--- config.mk ---
export PLATFORM = sky130hd
export DESIGN_NAME = muldiv_hilo
export DESIGN_NICKNAME = d
export VERILOG_FILES = /design/src/rtl/muldiv_hilo_pkg.sv /design/src/rtl/muldiv_hilo_sign_mag.sv /design/src/rtl/muldiv_hilo.sv
export SDC_FILE = /design/constraint.sdc
export NUM_CORES = 1
export LEC_CHECK = 0
export CELL_PAD_IN_SITES_DETAIL_PLACEMENT = 2
export CELL_PAD_IN_SITES_GLOBAL_PLACEMENT = 2
export CORE_MARGIN = 2
export CORE_UTILIZATION = 37
export CTS_CLUSTER_DIAMETER = 120
export DETAILED_ROUTE_END_ITERATION = 16
export GPL_TIMING_DRIVEN = 0
export PLACE_DENSITY_LB_ADDON = 0.1
export SLEW_MARGIN = 20
export SYNTH_ARGS = -nofsm -noshare
export SYNTH_HDL_FRONTEND = slang
export SYNTH_SLANG_ARGS = --single-unit
--- constraint.sdc ---
create_clock -name clk -period 11.4 [get_ports clk]
set_clock_uncertainty 0.05 [all_clocks]
set_input_delay 3.42 -clock clk [delete_from_list [all_inputs] [get_ports clk]]
set_output_delay 3.42 -clock clk [all_outputs]
set_load 0.03 [all_outputs]
--- src/rtl/muldiv_hilo_pkg.sv ---
// Shared encodings for the iterative multiply/divide unit and its HI/LO registers.
package muldiv_hilo_pkg;

    localparam int DEF_WIDTH = 32;
    localparam int DEF_CNT_W = 6;

    localparam logic [1:0] OP_MULT = 2'b00;
    localparam logic [1:0] OP_DIV  = 2'b01;
    localparam logic [1:0] OP_MTHI = 2'b10;
    localparam logic [1:0] OP_MTLO = 2'b11;

    typedef enum logic [1:0] {
        ST_IDLE = 2'b00,
        ST_MUL  = 2'b01,
        ST_DIV  = 2'b10,
        ST_FIX  = 2'b11
    } state_t;

endpackage

--- src/rtl/muldiv_hilo_sign_mag.sv ---
// Two's-complement conditional negate of a value pair: either two independent
// W-bit halves, or (wide=1) one 2W-bit value negated under neg[1].
module muldiv_hilo_sign_mag
    import muldiv_hilo_pkg::*;
#(
    parameter int W = DEF_WIDTH
) (
    input  logic [2*W-1:0] val,
    input  logic           wide,
    input  logic [1:0]     neg,
    output logic [2*W-1:0] res
);

    // Negate the selected halves (or the whole value) when their flag is set
    always_comb begin
        res = val;
        if (wide) begin
            if (neg[1]) begin
                res = ~val + {{(2*W-1){1'b0}}, 1'b1};
            end else begin
                res = val;
            end
        end else begin
            if (neg[1]) begin
                res[2*W-1:W] = ~val[2*W-1:W] + {{(W-1){1'b0}}, 1'b1};
            end else begin
                res[2*W-1:W] = val[2*W-1:W];
            end
            if (neg[0]) begin
                res[W-1:0] = ~val[W-1:0] + {{(W-1){1'b0}}, 1'b1};
            end else begin
                res[W-1:0] = val[W-1:0];
            end
        end
    end

endmodule

--- src/rtl/muldiv_hilo.sv ---
// Iterative shift-add multiplier / restoring divider owning the HI/LO registers.
// Works on magnitudes; signs are re-applied in a single FIX cycle.
module muldiv_hilo
    import muldiv_hilo_pkg::*;
#(
    parameter int WIDTH = DEF_WIDTH,
    parameter int CNT_W = DEF_CNT_W
) (
    input  logic             clk,
    input  logic             reset,
    input  logic             start,
    input  logic [1:0]       op,
    input  logic             sign,
    input  logic [WIDTH-1:0] A,
    input  logic [WIDTH-1:0] B,
    output logic             busy,
    output logic             done,
    output logic [WIDTH-1:0] hi,
    output logic [WIDTH-1:0] lo,
    output logic             dbz
);

    localparam logic [CNT_W-1:0] CNT_LAST = CNT_W'(WIDTH - 1);

    state_t               state_r, state_s;
    logic [CNT_W-1:0]     cnt_r;
    logic [WIDTH-1:0]     opnd_r;
    logic [2*WIDTH-1:0]   acc_r;
    logic [1:0]           neg_r;
    logic                 is_mul_r;
    logic [WIDTH-1:0]     hi_r, lo_r;
    logic                 busy_r, done_r, dbz_r;
    logic [2*WIDTH-1:0]   mag_s, fix_s;
    logic [WIDTH:0]       mul_sum_s;
    logic [WIDTH:0]       div_shift_s;
    logic [WIDTH+1:0]     div_diff_s;
    logic                 b_zero_s;

    assign b_zero_s = (B == {WIDTH{1'b0}});

    // {|A|, |B|} for the iterative datapath
    muldiv_hilo_sign_mag #(.W(WIDTH)) u_opnd_mag (
        .val  ({A, B}),
        .wide (1'b0),
        .neg  ({sign & A[WIDTH-1], sign & B[WIDTH-1]}),
        .res  (mag_s)
    );

    // Product is negated as one 2W value; quotient/remainder independently
    muldiv_hilo_sign_mag #(.W(WIDTH)) u_result_fix (
        .val  (acc_r),
        .wide (is_mul_r),
        .neg  (neg_r),
        .res  (fix_s)
    );

    // State register
    always_ff @(posedge clk) begin
        if (reset) begin
            state_r <= ST_IDLE;
        end else begin
            state_r <= state_s;
        end
    end

    // Next-state selection and single-iteration step values
    always_comb begin
        state_s     = state_r;
        mul_sum_s   = {1'b0, acc_r[2*WIDTH-1:WIDTH]};
        div_shift_s = {acc_r[2*WIDTH-1:WIDTH], acc_r[WIDTH-1]};
        div_diff_s  = {1'b0, div_shift_s} - {2'b00, opnd_r};
        if (acc_r[0]) begin
            mul_sum_s = {1'b0, acc_r[2*WIDTH-1:WIDTH]} + {1'b0, opnd_r};
        end else begin
            mul_sum_s = {1'b0, acc_r[2*WIDTH-1:WIDTH]};
        end
        case (state_r)
            ST_IDLE: begin
                if (start && (op == OP_MULT)) begin
                    state_s = ST_MUL;
                end else if (start && (op == OP_DIV)) begin
                    state_s = ST_DIV;
                end else begin
                    state_s = ST_IDLE;
                end
            end
            ST_MUL, ST_DIV: begin
                if (cnt_r == CNT_LAST) begin
                    state_s = ST_FIX;
                end else begin
                    state_s = state_r;
                end
            end
            ST_FIX:  state_s = ST_IDLE;
            default: state_s = ST_IDLE;
        endcase
    end

    // Operand capture, iteration datapath and architectural HI/LO update
    always_ff @(posedge clk) begin
        if (reset) begin
            cnt_r    <= {CNT_W{1'b0}};
            opnd_r   <= {WIDTH{1'b0}};
            acc_r    <= {(2*WIDTH){1'b0}};
            neg_r    <= 2'b00;
            is_mul_r <= 1'b0;
            hi_r     <= {WIDTH{1'b0}};
            lo_r     <= {WIDTH{1'b0}};
            busy_r   <= 1'b0;
            done_r   <= 1'b0;
            dbz_r    <= 1'b0;
        end else begin
            done_r <= 1'b0;
            case (state_r)
                ST_IDLE: begin
                    if (start) begin
                        case (op)
                            OP_MTHI: begin
                                hi_r   <= A;
                                done_r <= 1'b1;
                            end
                            OP_MTLO: begin
                                lo_r   <= A;
                                done_r <= 1'b1;
                            end
                            OP_MULT: begin
                                opnd_r   <= mag_s[2*WIDTH-1:WIDTH];
                                acc_r    <= {{WIDTH{1'b0}}, mag_s[WIDTH-1:0]};
                                neg_r    <= {sign & (A[WIDTH-1] ^ B[WIDTH-1]), 1'b0};
                                is_mul_r <= 1'b1;
                                cnt_r    <= {CNT_W{1'b0}};
                                busy_r   <= 1'b1;
                            end
                            OP_DIV: begin
                                // Quotient sign is dropped on /0 so lo stays all ones and hi == A
                                opnd_r   <= mag_s[WIDTH-1:0];
                                acc_r    <= {{WIDTH{1'b0}}, mag_s[2*WIDTH-1:WIDTH]};
                                neg_r    <= {sign & A[WIDTH-1],
                                             sign & (A[WIDTH-1] ^ B[WIDTH-1]) & ~b_zero_s};
                                is_mul_r <= 1'b0;
                                dbz_r    <= b_zero_s;
                                cnt_r    <= {CNT_W{1'b0}};
                                busy_r   <= 1'b1;
                            end
                            default: begin
                                busy_r <= 1'b0;
                            end
                        endcase
                    end
                end
                ST_MUL: begin
                    acc_r <= {mul_sum_s, acc_r[WIDTH-1:1]};
                    cnt_r <= cnt_r + CNT_W'(1);
                end
                ST_DIV: begin
                    if (!div_diff_s[WIDTH+1]) begin
                        acc_r <= {div_diff_s[WIDTH-1:0], acc_r[WIDTH-2:0], 1'b1};
                    end else begin
                        acc_r <= {div_shift_s[WIDTH-1:0], acc_r[WIDTH-2:0], 1'b0};
                    end
                    cnt_r <= cnt_r + CNT_W'(1);
                end
                ST_FIX: begin
                    hi_r   <= fix_s[2*WIDTH-1:WIDTH];
                    lo_r   <= fix_s[WIDTH-1:0];
                    done_r <= 1'b1;
                    busy_r <= 1'b0;
                end
                default: begin
                    busy_r <= 1'b0;
                end
            endcase
        end
    end

    assign busy = busy_r;
    assign done = done_r;
    assign hi   = hi_r;
    assign lo   = lo_r;
    assign dbz  = dbz_r;

endmodule
==> metrics.md <==
| Metric | Value |
|---|---|
| CTS tree | built |
| Post-placement cell area | 16,900 sq um |
| Worst voltage drop across the vdd grid | 115 uV |
| Final net count | 2,378 |
| Global route total overflow | 0 |
| Wire length of the first global-routing pass | 118,000 um |
| Synth Warn # | 0 |
| Root cell of the clock tree | clkbuf_16 |
| Die width | 204 um |
| Crit path required time | 11,670 ps |
| Final wirelength | 80,000 um |
| Final antenna-violating net count | 0 |
| Clock period minus final worst setup slack | 7140 ps |
| WP data arrival | 7410 ps |
| Utilization of the core after routing | 43.9% |
| Register area share after synthesis | 23.4% |
| Cell depth of the worst min-delay path | 2 |
| Primary FF master, synth | dfxtp_1 |
| Most common cell after layout, fill and taps aside | a21oi_1 |
| Number of remaining DRC errors | 0 |
| Routability-driven placement congestion ratio | 0.921 |
| Detailed-router iteration count before antenna repair | 6 |
| Class of the tightest hold or removal check | reg2reg |
| Post-Synthesis Net Count | 2,226 |
| Vias post-DR | 17,600 |
| Number of enable flip-flop cells after synthesis | 0 |
| Outcome | finished, final reports clean |
| Die footprint | 41,800 sq um |
| Hold violation total from the final report | 0 |
| Initial Util | 37.4% |
| Share of the clock period used by the worst path | 62.6% |
| Detailed-route vias per instance | 6.37 |
| Initial antenna violation count | 0 |
| Clock-pin slew on the worst setup and hold paths | 70 ps |
| Number of global-route vias before repair | 18,700 |
| Kind of critical path | in2reg |
| Setup repair after global routing missed its margin | no |
| Unique masters post-synth | 74 |
| Total negative setup slack | 0 ps |
| FF-to-FF path depth | 13 |
| Max-cap violations | 0 |
| Post-detail-place hpwl | 63,600 um |
| Number of ports placed on the die boundary | 137 |
| Ratio of cells with drive above 1 in the final layout | 2.81% |
| Highest-count cells in the layout ignoring fill and taps | 249 x a21oi_1, 243 x nand2_1, 238 x nor2_1, 174 x dfxtp_1, 136 x clkbuf_1 |
| CP Capture Type | register |
| H-tree depth | 4 |
| Die height | 204 um |
| Total core area | 39,700 sq um |
| Clock sink count | 174 |
| Post-synth ARST share | 0% |
| Maximum number of pins on one net before global-route repair | 17 |
| Total leakage power | 6.47 nW |
| Clk buf depth | 2 |
| Floorplan row count | 73 |
| Slew at the pin closest to its max-slew limit | 1120 ps |
| Post-Synthesis Cell Area | 14,900 sq um |
| Max_slew headroom | 25.6% |
| Max Transition Viols Final | 0 |
| Number of input and output port buffers inserted | 133 |
| Power density over cell area | 168 nW/um^2 |
| Post-route design area | 17,400 sq um |
| Cts bufs inserted | 17 |
| Initial drt markers | 1,320 |
| Timing-limited maximum frequency | 0.140 GHz |
| Count of buffers added by post-CTS timing repair for setup | 0 |
| Average wire length per cell after detail routing | 28.9 um |
| Count of mapped cells out of synthesis | 2,080 |
| Final setup violation count | 0 |
| Post-CTS Hold Buffers | 0 |
| WHS | 403 ps |
| Quantity of gates resized following cts | 0 |
| N_diodes | 0 |
| Global Route Usage Sum | 38.1% |
| Largest fanout on the critical path | 7 |
| Startpoint class of the critical path | primary input |
| Clock latency on the worst-skew pair | 480 ps |
| Register bit count reported by yosys | 174 |
| Avg Synthesized Cell Area | 7.15 sq um |
| Relative area change from synthesis to final layout | 17.3% |
==> logic make-up (layout without fill, tap and decap cells) <==
logic type / Yosys count / after routing / share of synthesized area (%)
and+or+nand+nor: 700 / 700 / 21.4
adders and majority gates: 76 / 76 / 6.50
muxes: 33 / 33 / 2.25
xor gates and xnor gates: 146 / 146 / 8.60
DFF: 174 / 174 / 23.4
buffers and inverters: 224 / 388 / 5.82
AOI/OAI and AO/OA: 727 / 727 / 32.0
==> critical path: stages <==
cell and delay (ps):
clkdlybuf4s50_1 690, inv_1 150, ha_1 230, or4b_2 620
nor4_1 700, a41o_1 350, o21ai_0 230, a21oi_1 230
xor2_1 290, nand2_1 100, a31oi_1 300, nor2_1 80
==> metal layers <==
layer / wire length [um] / global-route usage (%) / up-vias / part of all wire (%)
met3: 5040 / 7.08 / 196 / 6.3
met5: 0 / 0 / - / 0
met4: 4100 / 19.3 / 0 / 5.1
met2: 38200 / 64.9 / 656 / 48
li1: - / - / 7906 / -
met1: 32700 / 45.7 / 8872 / 41
==> final timing paths <==
path	startpoint	endpoint	slack (ps)
setup reg to reg	acc_r[0]	hi[28]	6340
hold reg to reg	hi[26]	hi[26]	400
setup / recovery	A[1]	opnd_r[30]	4260
hold / removal	hi[26]	hi[26]	400
==> power by group <==
part,switching [W],internal (W),total (W)
clock network,0.000293,0.000330,0.000623
registers,0.000162,0.000709,0.000870
logic,0.000972,0.000470,0.00144
total,0.00143,0.00151,0.00294
==> stage by stage <==
step / power [W] / cells / setup WS [ps]
6_report: 0.00294 / 2769 / 4260
5_1_grt: 0.00307 / 2769 / 3980
2_1_floorplan: 0.00171 / 2080 / 5450
3_3_place_gp: 0.00222 / 2738 / 3980
3_5_place_dp: 0.00227 / 2738 / 3910
4_1_cts: 0.00290 / 2769 / 4320
==> layout make-up <==
class	count	area (sq um)
Inverter	65	244
Fill cell	4766	22300
Clock inverter	12	138
Sequential cell	174	3480
Clock buffer	19	443
Tap cell	525	657
Buffer	159	623
Timing Repair Buffer	133	1330
Multi-Input combinational cell	1682	10500
==> flip-flops by register name, indices dropped and copies added (netlist names) <==
signal    flops
neg_r         2
cnt_r         6
opnd_r       32
state_r       2
is_mul_r      1
hi           32
acc_r        64
dbz           1
busy          1
done          1
lo           32
==> synth_stat cells, types with 30 or more instances <==
cell type / count / area, sq um
inv_1: 65 / 244
a22oi_1: 35 / 263
nand3_1: 30 / 150
xor2_1: 75 / 657
xnor2_1: 71 / 622
o211ai_1: 72 / 541
a211oi_1: 64 / 480
nand2_1: 243 / 912
ha_1: 74 / 926
mux2i_1: 30 / 300
o21ai_0: 88 / 440
nor2_1: 238 / 893
dfxtp_1: 174 / 3480
a21oi_1: 249 / 1250
clkbuf_1: 135 / 507
nor3_1: 37 / 185
No activity file was read; power rests on OpenSTA's default activity.
